[src/rtl/control_sequencer.sv]
// rtl/control_sequencer.sv - microcoded control sequencer for the 8-bit computer datapath
//
// Decodes the instruction register opcode, one microstep per falling clock
// edge, into datapath load/enable strobes and a bus-source select. Every
// output is registered, so it holds for a full clock period after the edge.
//
// Ports:
//   clock          system clock, all state changes on the falling edge
//   bReset         asynchronous active-low reset
//   instruction    opcode from the instruction register (low 4 bits decoded)
//   carry_flag     latched carry, sampled on the step-2 edge of JC
//   zero_flag      latched zero, sampled on the step-2 edge of JZ
//   hlt            clock-halt request, sticky until reset
//   memory_in      MAR load
//   ram_in         RAM write
//   instruction_in IR load
//   reg_a_in       A load
//   subtract       ALU subtract mode
//   reg_b_in       B load
//   out_in         output register load
//   advance_pc     PC increment
//   pc_in          PC load
//   flags_in       flags register load
//   bus_selector   bus source (0 none, 1 PC, 2 memory, 3 IR, 4 A, 5 ALU)
//   step           current microstep, for debug/trace

module control_sequencer #(
  parameter int OPCODE_W  = 4,
  parameter bit FIXED_LEN = 1'b0,
  parameter int BUS_SEL_W = 3
) (
  input  logic                 clock,
  input  logic                 bReset,
  input  logic [OPCODE_W-1:0]  instruction,
  input  logic                 carry_flag,
  input  logic                 zero_flag,
  output logic                 hlt,
  output logic                 memory_in,
  output logic                 ram_in,
  output logic                 instruction_in,
  output logic                 reg_a_in,
  output logic                 subtract,
  output logic                 reg_b_in,
  output logic                 out_in,
  output logic                 advance_pc,
  output logic                 pc_in,
  output logic                 flags_in,
  output logic [BUS_SEL_W-1:0] bus_selector,
  output logic [2:0]           step
);

  typedef enum logic [2:0] {
    ST_FETCH0 = 3'd0,
    ST_FETCH1 = 3'd1,
    ST_EXEC2  = 3'd2,
    ST_EXEC3  = 3'd3,
    ST_EXEC4  = 3'd4
  } step_t;

  localparam logic [3:0] OP_NOP = 4'h0;
  localparam logic [3:0] OP_LDA = 4'h1;
  localparam logic [3:0] OP_ADD = 4'h2;
  localparam logic [3:0] OP_SUB = 4'h3;
  localparam logic [3:0] OP_STA = 4'h4;
  localparam logic [3:0] OP_LDI = 4'h5;
  localparam logic [3:0] OP_JMP = 4'h6;
  localparam logic [3:0] OP_JC  = 4'h7;
  localparam logic [3:0] OP_JZ  = 4'h8;
  localparam logic [3:0] OP_OUT = 4'hE;
  localparam logic [3:0] OP_HLT = 4'hF;

  localparam logic [BUS_SEL_W-1:0] BUS_NONE = BUS_SEL_W'(0);
  localparam logic [BUS_SEL_W-1:0] BUS_PC   = BUS_SEL_W'(1);
  localparam logic [BUS_SEL_W-1:0] BUS_MEM  = BUS_SEL_W'(2);
  localparam logic [BUS_SEL_W-1:0] BUS_IR   = BUS_SEL_W'(3);
  localparam logic [BUS_SEL_W-1:0] BUS_REGA = BUS_SEL_W'(4);
  localparam logic [BUS_SEL_W-1:0] BUS_ALU  = BUS_SEL_W'(5);

  step_t cur_step, nxt_step;
  logic  halted, nxt_halted;
  logic  last;

  logic n_hlt, n_memory_in, n_ram_in, n_instruction_in, n_reg_a_in;
  logic n_subtract, n_reg_b_in, n_out_in, n_advance_pc, n_pc_in, n_flags_in;
  logic [BUS_SEL_W-1:0] n_bus;

  // Any set bit above the low nibble turns the opcode into a NOP.
  logic       op_hi_nz;
  logic [3:0] op;

  generate
    if (OPCODE_W > 4) begin : g_wide_op
      assign op_hi_nz = |instruction[OPCODE_W-1:4];
    end else begin : g_narrow_op
      assign op_hi_nz = 1'b0;
    end
  endgenerate

  assign op   = op_hi_nz ? OP_NOP : instruction[3:0];
  assign step = cur_step;

  always_comb begin
    n_hlt            = 1'b0;
    n_memory_in      = 1'b0;
    n_ram_in         = 1'b0;
    n_instruction_in = 1'b0;
    n_reg_a_in       = 1'b0;
    n_subtract       = 1'b0;
    n_reg_b_in       = 1'b0;
    n_out_in         = 1'b0;
    n_advance_pc     = 1'b0;
    n_pc_in          = 1'b0;
    n_flags_in       = 1'b0;
    n_bus            = BUS_NONE;
    nxt_step         = step_t'(cur_step + 3'd1);
    nxt_halted       = halted;
    last             = 1'b0;

    if (halted) begin
      // Frozen: only the halt request stays up, step does not move.
      n_hlt    = 1'b1;
      nxt_step = cur_step;
    end else begin
      case (cur_step)
        ST_FETCH0: begin
          n_bus       = BUS_PC;
          n_memory_in = 1'b1;
        end
        ST_FETCH1: begin
          n_bus            = BUS_MEM;
          n_instruction_in = 1'b1;
          n_advance_pc     = 1'b1;
        end
        ST_EXEC2: begin
          case (op)
            OP_LDA, OP_ADD, OP_SUB, OP_STA: begin
              n_bus       = BUS_IR;
              n_memory_in = 1'b1;
            end
            OP_LDI: begin
              n_bus      = BUS_IR;
              n_reg_a_in = 1'b1;
              last       = 1'b1;
            end
            OP_JMP: begin
              n_bus   = BUS_IR;
              n_pc_in = 1'b1;
              last    = 1'b1;
            end
            OP_JC: begin
              n_bus   = carry_flag ? BUS_IR : BUS_NONE;
              n_pc_in = carry_flag;
              last    = 1'b1;
            end
            OP_JZ: begin
              n_bus   = zero_flag ? BUS_IR : BUS_NONE;
              n_pc_in = zero_flag;
              last    = 1'b1;
            end
            OP_OUT: begin
              n_bus    = BUS_REGA;
              n_out_in = 1'b1;
              last     = 1'b1;
            end
            OP_HLT: begin
              // Not an end step: step moves on to 3 and then freezes there.
              n_hlt      = 1'b1;
              nxt_halted = 1'b1;
            end
            default: last = 1'b1;
          endcase
        end
        ST_EXEC3: begin
          case (op)
            OP_LDA: begin
              n_bus      = BUS_MEM;
              n_reg_a_in = 1'b1;
              last       = 1'b1;
            end
            OP_ADD, OP_SUB: begin
              n_bus      = BUS_MEM;
              n_reg_b_in = 1'b1;
            end
            OP_STA: begin
              n_bus    = BUS_REGA;
              n_ram_in = 1'b1;
              last     = 1'b1;
            end
            // Idle padding step, or the opcode changed under us: finish.
            default: last = 1'b1;
          endcase
        end
        ST_EXEC4: begin
          if (op == OP_ADD || op == OP_SUB) begin
            n_bus      = BUS_ALU;
            n_reg_a_in = 1'b1;
            n_flags_in = 1'b1;
            n_subtract = (op == OP_SUB);
          end
          last = 1'b1;
        end
        // Steps 5..7 are unreachable; recover to fetch with idle outputs.
        default: nxt_step = ST_FETCH0;
      endcase

      // Fixed-length cycles pad with idle steps and only wrap after step 4.
      if (last && (!FIXED_LEN || cur_step == ST_EXEC4)) begin
        nxt_step = ST_FETCH0;
      end
    end
  end

  always_ff @(negedge clock or negedge bReset) begin
    if (!bReset) begin
      cur_step       <= ST_FETCH0;
      halted         <= 1'b0;
      hlt            <= 1'b0;
      memory_in      <= 1'b0;
      ram_in         <= 1'b0;
      instruction_in <= 1'b0;
      reg_a_in       <= 1'b0;
      subtract       <= 1'b0;
      reg_b_in       <= 1'b0;
      out_in         <= 1'b0;
      advance_pc     <= 1'b0;
      pc_in          <= 1'b0;
      flags_in       <= 1'b0;
      bus_selector   <= BUS_NONE;
    end else begin
      cur_step       <= nxt_step;
      halted         <= nxt_halted;
      hlt            <= n_hlt;
      memory_in      <= n_memory_in;
      ram_in         <= n_ram_in;
      instruction_in <= n_instruction_in;
      reg_a_in       <= n_reg_a_in;
      subtract       <= n_subtract;
      reg_b_in       <= n_reg_b_in;
      out_in         <= n_out_in;
      advance_pc     <= n_advance_pc;
      pc_in          <= n_pc_in;
      flags_in       <= n_flags_in;
      bus_selector   <= n_bus;
    end
  end

endmodule

[config.mk]
export PLATFORM = sky130hd
export DESIGN_NAME = control_sequencer
export DESIGN_NICKNAME = d
export VERILOG_FILES = /design/src/rtl/control_sequencer.sv
export SDC_FILE = /design/constraint.sdc
export NUM_CORES = 1
export LEC_CHECK = 0
export CORE_UTILIZATION = 53
export CTS_BUF_LIST = sky130_fd_sc_hd__clkbuf_8
export CTS_CLUSTER_DIAMETER = 60
export DETAILED_ROUTE_END_ITERATION = 10
export PLACE_DENSITY = 0.87
export SYNTH_ARGS = -nofsm -noshare
export SYNTH_HDL_FRONTEND = slang
export SYNTH_SLANG_ARGS = --single-unit
export TNS_END_PERCENT = 100
[constraint.sdc]
create_clock -name clock -period 3.2 [get_ports clock]
set_input_delay 0.64 -clock clock [delete_from_list [all_inputs] [get_ports clock]]
set_output_delay 0.64 -clock clock [all_outputs]
set_load 0.005 [all_outputs]
After elaboration in Yosys (flattened, before gate mapping)
Index checks and enable logic that the tools add are counted.
{"block": "op_classes", "addsub": 1, "mul": 0, "n_div": 0, "magnitude_cmp": 0, "eq_ne": 14, "n_shift": 0, "mux": 43, "bitwise": 0, "n_reduce_logical": 8}
{"operator": "$mux 1", "n": 30}
{"operator": "$eq 4x3->1 const B", "n": 4}
{"operator": "$pmux 3 s5", "n": 1}
{"operator": "$eq 4x4->1 const B", "n": 3}
{"operator": "$mux 3", "n": 4}
{"operator": "$pmux 3 s4", "n": 1}
{"operator": "$reduce_or 5->1", "n": 2}
{"operator": "$pmux 1 s3", "n": 3}
{"operator": "$eq 4x2->1 const B", "n": 2}
{"operator": "$eq 3x2->1 const B", "n": 2}
{"operator": "$pmux 3 s2", "n": 1}
{"operator": "$reduce_or 6->1", "n": 1}
{"operator": "$eq 4x1->1 const B", "n": 1}
{"operator": "$mux 2", "n": 2}
{"operator": "$reduce_or 4->1", "n": 1}
{"operator": "$add 3x1->3 const B", "n": 1}
{"operator": "$eq 3x1->1 const B", "n": 1}
{"operator": "$eq 3x3->1 const B", "n": 1}
{"operator": "$logic_not 3->1", "n": 1}
{"operator": "$reduce_or 3->1", "n": 1}
{"operator": "$pmux 1 s2", "n": 1}
{"operator": "$reduce_or 2->1", "n": 1}
{"operator": "$logic_or 1x1->1", "n": 1}
{"block": "totals", "register_bits": 16, "latchBits": 0, "ram_bits": 0, "rom_bits": 0, "output_inout_bits": 17, "elab_cells": 78, "mem_count": 0}

Logic depth before layout (Yosys ltp)
Gate-level depths: netlist (run 1).
{"block": "depth", "ltp_word": 6, "ltp_mapped": 6}

==> impl_metrics.ini, run 1 <==
[logic_synthesis]
syn_avg_cell_area_um2 = 9.37
yosysTopAreaCellShare_pct = 42.3
synth_area_leaders = dfrtn_1 42%, ha_1 6.6%, nor2_1 4.4%, nand2_1 4.0%, a21oi_1 2.1%
synth_edf_count = 0
synth_most_common_cell = dfrtn_1
ys_warn_count = 0
syn_inst = 101
netlist_area_um2 = 946
synth.distinct_cells = 41
synthTopCellsByCount = 16 x dfrtn_1, 11 x nor2_1, 10 x nand2_1, 5 x ha_1, 5 x inv_1
ys_async_sr_fraction_pct = 100
synth_nets = 114
synth_area_leader_cell = dfrtn_1
seq_area_frac_synth_pct = 42.3
ys_ff_latch = 16
ys.flop_type = dfrtn_1

[power]
clkPwrFrac_pct = 17.9
p_comb_share_pct = 54.7
seqPwrFrac_pct = 27.5
power_per_cell_area_nw_per_um2 = 752
p_int_w = 0.000596
switching_power_w = 0.000397
leakage_nw = 0.666
report.power.total_w = 0.000994
ir_drop_mv = 0.561
switching_share_pct = 40.0

[floorplan]
ios = 25
die_x_um = 44.2
core_um2 = 1590
dieArea_um2 = 1960
rows = 14
die_h_um = 44.2
initial_utilization_pct = 59.3

[worst_setup_path]
cp_slowest_stage_delay_ns = 0.42
critPathRequiredTime_ns = 2.56
crit_family = flip-flops
reg2regPathDepth = 7
worst-setup-path-type = flop to output pin
r2r_end = reg_a_in
path_buf_inv = 1
r2r_slack_ns = 1.35
worst-endpoint-arrival_ns = 2.52
path_max_fanout = 2
r2r_start = step[0]
critical_path.cell_chain = dlygate4sd2_1
end_kind = output pin
slowest_stage = dfrtn_1
cp-start-kind = flop

[worst_hold_path]
hp-class = flop to flop
worstHoldStart = halted
hold_depth = 2
whs_endpoint = flags_in

[clocking]
path_clk_slew_ns = 0.05
cts-root-buf = clkbuf_8
clk_path_buf_depth = 2
insertion_delay_ns = 0.26
cts_tree = built
htreeDepth = 1
cts_made_buffers = 3
postCtsSetupBuffers = 0
cts_sinks = 16

[final_layout]
synthToLayoutAreaGrowth_pct = 39.7
drive_above_1_share_pct = 23.2
layout.nets = 152
final_util_pct = 82.9
fill_cells = 102
final_cells = 162
diodes = 0

[sta]
maxSlewHeadroom_pct = 59.9
fin_skew_ns = 0.00124
setup_viol = 0
tightest_slew_ns = 0.595
totalNegativeSetupSlack_ns = 0
grt_setup_unrepaired = false
layout_setup_ws_ns = 0.0440
hold_violations = 0
slew_violations = 0

[routing]
drtPass1Iterations = 4
totalWireLength_um = 2470
routed_via_density = 5.65
drc = 0
first_iter_violations = 33
postRouteAntennaNets = 0
wl_per_cell_um = 15.2
dr_total_vias = 916

[place]
dp_slack_ns = -0.551
dp_cells = 158
gp_congestion = 0.821
io_buffer_count = 24
place_hpwl_um = 1790

[global_routing]
grt_pass1_wl_um = 3940
grt_pass1_vias = 890
grt_max_degree = 17
track_usage_pct = 27.8
antenna_found_initial = 0
grt_overflow_total = 0

[run_status]
status = finished, final reports clean

[run]
maxCapViolations = 0
==> worst max path at each step <==
| stage | slack, ns | cells after the start | to | from |
|---|---|---|---|---|
| 6_report | 0.04 | 1 | step[0] | step[0] |
| 5_1_grt | 0.01 | 5 | bus_selector[1] | instruction[2] |
| 4_1_cts | 0.007 | 5 | bus_selector[1] | instruction[3] |
| 3_5_place_dp | -0.55 | 5 | bus_selector[1] | instruction[2] |
| 3_3_place_gp | -0.55 | 6 | bus_selector[1] | instruction[1] |
| 2_1_floorplan | 0.01 | 5 | bus_selector[0] | instruction[2] |
==> final cells by class <==
class                           instances  area, um^2  share of cell area, %
Tap cell                               24        30.0                   2.27
Clock buffer                            4        55.1                   4.17
Timing Repair Buffer                   40         329                   24.9
Multi-Input combinational cell         73         488                   36.9
Inverter                                5        18.8                   1.42
Sequential cell                        16         400                   30.3
==> cell families (layout without fill, tap and decap cells) <==
family	count (synthesis)	after routing	share of synthesized area, %
adder cells (fa/ha/maj)	5	5	6.61
multiplexers	2	2	2.25
XOR/XNOR	1	1	0.926
buffers and inverters	12	49	6.61
AO/OA/AOI/OAI	23	23	17.6
AND/OR/NAND/NOR	42	42	23.7
flip-flops	16	16	42.3
==> registers in the layout (all words and copies together), names as in the netlist <==
| register | flops |
|---|---|
| halted | 1 |
| ram_in | 1 |
| advance_pc | 1 |
| pc_in | 1 |
| subtract | 1 |
| bus_selector | 3 |
| reg_b_in | 1 |
| step | 3 |
| out_in | 1 |
| flags_in | 1 |
| reg_a_in | 1 |
| memory_in | 1 |
==> layer usage <==
layer  share of wire [%]  track usage [%]  routed length (um)
met1                  44             36.8                1070
met2                  49             45.6                1220
met3                 4.2             2.45                 103
met4                 2.8             13.9                  70
met5                   0                0                   0
==> stage by stage <==
step	hold slack (ns)	cell area, um^2
floorplan	0.460	955
global placement	0.555	1300
detailed placement	0.565	1300
CTS	0.562	1330
global route	0.589	1320
finish	0.568	1320
==> placed cells by master (no fill, tap or decap), drive strengths merged, types with 2 or more instances in the layout <==
cell type / count
clkdlybuf4s50: 3
a32oi: 2
nand3: 3
nor3: 3
clkbuf: 6
ha: 5
inv: 5
or2: 2
dlygate4sd2: 18
nor2b: 2
or3: 2
nand2: 10
buf: 16
dfrtn: 16
nor2: 12
a21oi: 4
a31oi: 2
a22oi: 2
o21ai: 5
==> power groups by stage <==
stage	Sequential [W]	Combinational, W	Clock [W]
floorplan	0.000305	0.000308	0
global placement	0.000275	0.000539	0
detailed placement	0.000279	0.000560	0
CTS	0.000273	0.000534	0.000180
global route	0.000276	0.000588	0.000186
finish	0.000273	0.000543	0.000177
==> what timing repair did <==
action,in CTS,in global routing
resized for setup,24,3
endpoints found under the setup margin,32,9
hold buffers,0,0
(Power assumes the default switching activity.)
==> run 2: changes to the inputs <==
Settings changed: CTS_CLUSTER_SIZE from default to 14.
==> results of run 2 <==
Same layout as run 1: the final DEF is identical, and so are final timing and power.
==> run 3: changes to the inputs <==
Settings changed: PLACE_DENSITY 0.87 to 0.95.
==> impl_metrics.ini, run 3 (synthesis gave the netlist of run 1 again) <==
[final_layout]
diodes = 0
synthToLayoutAreaGrowth_pct = 38.8
mostFrequentLayoutCell = dlygate4sd2_1
layout.nets = 150
drive_above_1_share_pct = 22.8
final_cell_mix = 17 x dlygate4sd2_1, 16 x dfrtn_1, 14 x buf_4
final_util_pct = 82.3

[sta]
fin_skew_ns = 0.000972
timing.hold.ws_ns = 0.582
hold_violations = 0
maxSlewHeadroom_pct = 60.5
tightest_slew_ns = 0.586
grt_setup_unrepaired = false
setup_viol = 0
totalNegativeSetupSlack_ns = 0
slew_violations = 0

[clocking]
htreeDepth = 1
path_clk_slew_ns = 0.04
cts-root-buf = clkbuf_8
cts_sinks = 16
ctsHoldBuffers = 0
cts_made_buffers = 3
cts_tree = built
clk_path_buf_depth = 2
insertion_delay_ns = 0.27
postCtsSetupBuffers = 0

[global_routing]
grt_max_degree = 17
grt_pass1_vias = 843
grt_pass1_wl_um = 3890
grt_overflow_total = 0
track_usage_pct = 27.9
antenna_found_initial = 0

[power]
ir_drop_mv = 0.624
clkPwrFrac_pct = 18.0
p_comb_share_pct = 54.7
power_per_cell_area_nw_per_um2 = 756
p_int_w = 0.000599
leakage_nw = 0.656
switching_share_pct = 39.7
seqPwrFrac_pct = 27.4
switching_power_w = 0.000394

[worst_setup_path]
reg2regPathDepth = 7
r2r_start = step[0]
end_kind = output pin
startpoint = step[0]
path_buf_inv = 1
worst-setup-path-type = flop to output pin
path_max_fanout = 2
slowest_stage = dfrtn_1
cp_slowest_stage_delay_ns = 0.43
r2r_end = bus_selector[1]
cp_num_cells = 1
cp-start-kind = flop
critical_path.cell_chain = clkdlybuf4s15_1
endpoint = step[0]
worst-endpoint-arrival_ns = 2.52
critPathRequiredTime_ns = 2.56
r2r_slack_ns = 1.29
crit_family = flip-flops

[routing]
dr_total_vias = 902
postRouteAntennaNets = 0
first_iter_violations = 30
wl_per_cell_um = 14.4
drc = 0
routed_via_density = 5.64
drtPass1Iterations = 6
totalWireLength_um = 2300

[run]
maxCapViolations = 0

[worst_hold_path]
hp-class = flop to flop

[floorplan]
ios = 25
core_um2 = 1590
dieArea_um2 = 1960
rows = 14
die_h_um = 44.2
die_x_um = 44.2
initial_utilization_pct = 59.3

[place]
io_buffer_count = 24
place_hpwl_um = 1670
gp_congestion = 0.926

[run_status]
status = finished, final reports clean
-- run 3: cell types whose count changed in the layout (fill, tap and decap cells not counted), sizes merged --
cell / change
buf: -2
clkdlybuf4s15: +1
dlygate4sd2: -1
-- run 3: power groups by stage --
stage                     registers, W  clock network, W  logic (W)
after floorplan               0.000305                 0   0.000308
after global placement        0.000273                 0   0.000527
after detailed placement      0.000276                 0   0.000553
after CTS                     0.000271          0.000178   0.000530
after global routing          0.000275          0.000192   0.000603
final                         0.000272          0.000178   0.000543
-- run 3: final cells by class --
type                            instances  area [um^2]
Multi-Input combinational cell         73          493
Timing Repair Buffer                   38          315
Inverter                                5         18.8
Tap cell                               24         30.0
Fill cell                              98          282
Clock buffer                            4         55.1
Sequential cell                        16          400
-- run 3: metrics by stage --
| stage | setup WS, ns | std cells | power (W) | instance area, um^2 |
|---|---|---|---|---|
| finish | 0.0359 | 160 | 0.000992 | 1310 |
| global route | 0.0101 | 160 | 0.00107 | 1310 |
| CTS | 0.000708 | 160 | 0.000980 | 1310 |
| detailed placement | -0.554 | 156 | 0.000829 | 1280 |
| global placement | -0.504 | 156 | 0.000800 | 1280 |
| floorplan | 0.00978 | 101 | 0.000612 | 955 |
-- run 3: routing by layer --
metal	vias to the layer above	track usage, %	share of wire [%]
li1	428	-	-
met1	420	35.8	41
met2	47	46.8	51
met3	7	3.67	6.2
met4	0	12.7	2.5
met5	-	0	0
-- run 3: how the worst min path moves through the flow --
stage                      start       end  cells past startpoint
after CTS                 halted  flags_in                      2
after global placement    halted  flags_in                      2
after global routing      halted  flags_in                      2
final                     halted    out_in                      2
after detailed placement  halted  flags_in                      2
after floorplan           halted  flags_in                      1
-- run 3: tightest hold or removal path, delay by kind of cell (launching register included) --
family                 cells  cell delay, ns
DFF                        1            0.33
buffers and inverters      1            0.19
and+or+nand+nor            1            0.12
-- run 3: repair_timing --
item                                    CTS  global route
endpoints found under the setup margin   32            10
gates resized for setup                  23             7
pin swaps                                 0             2
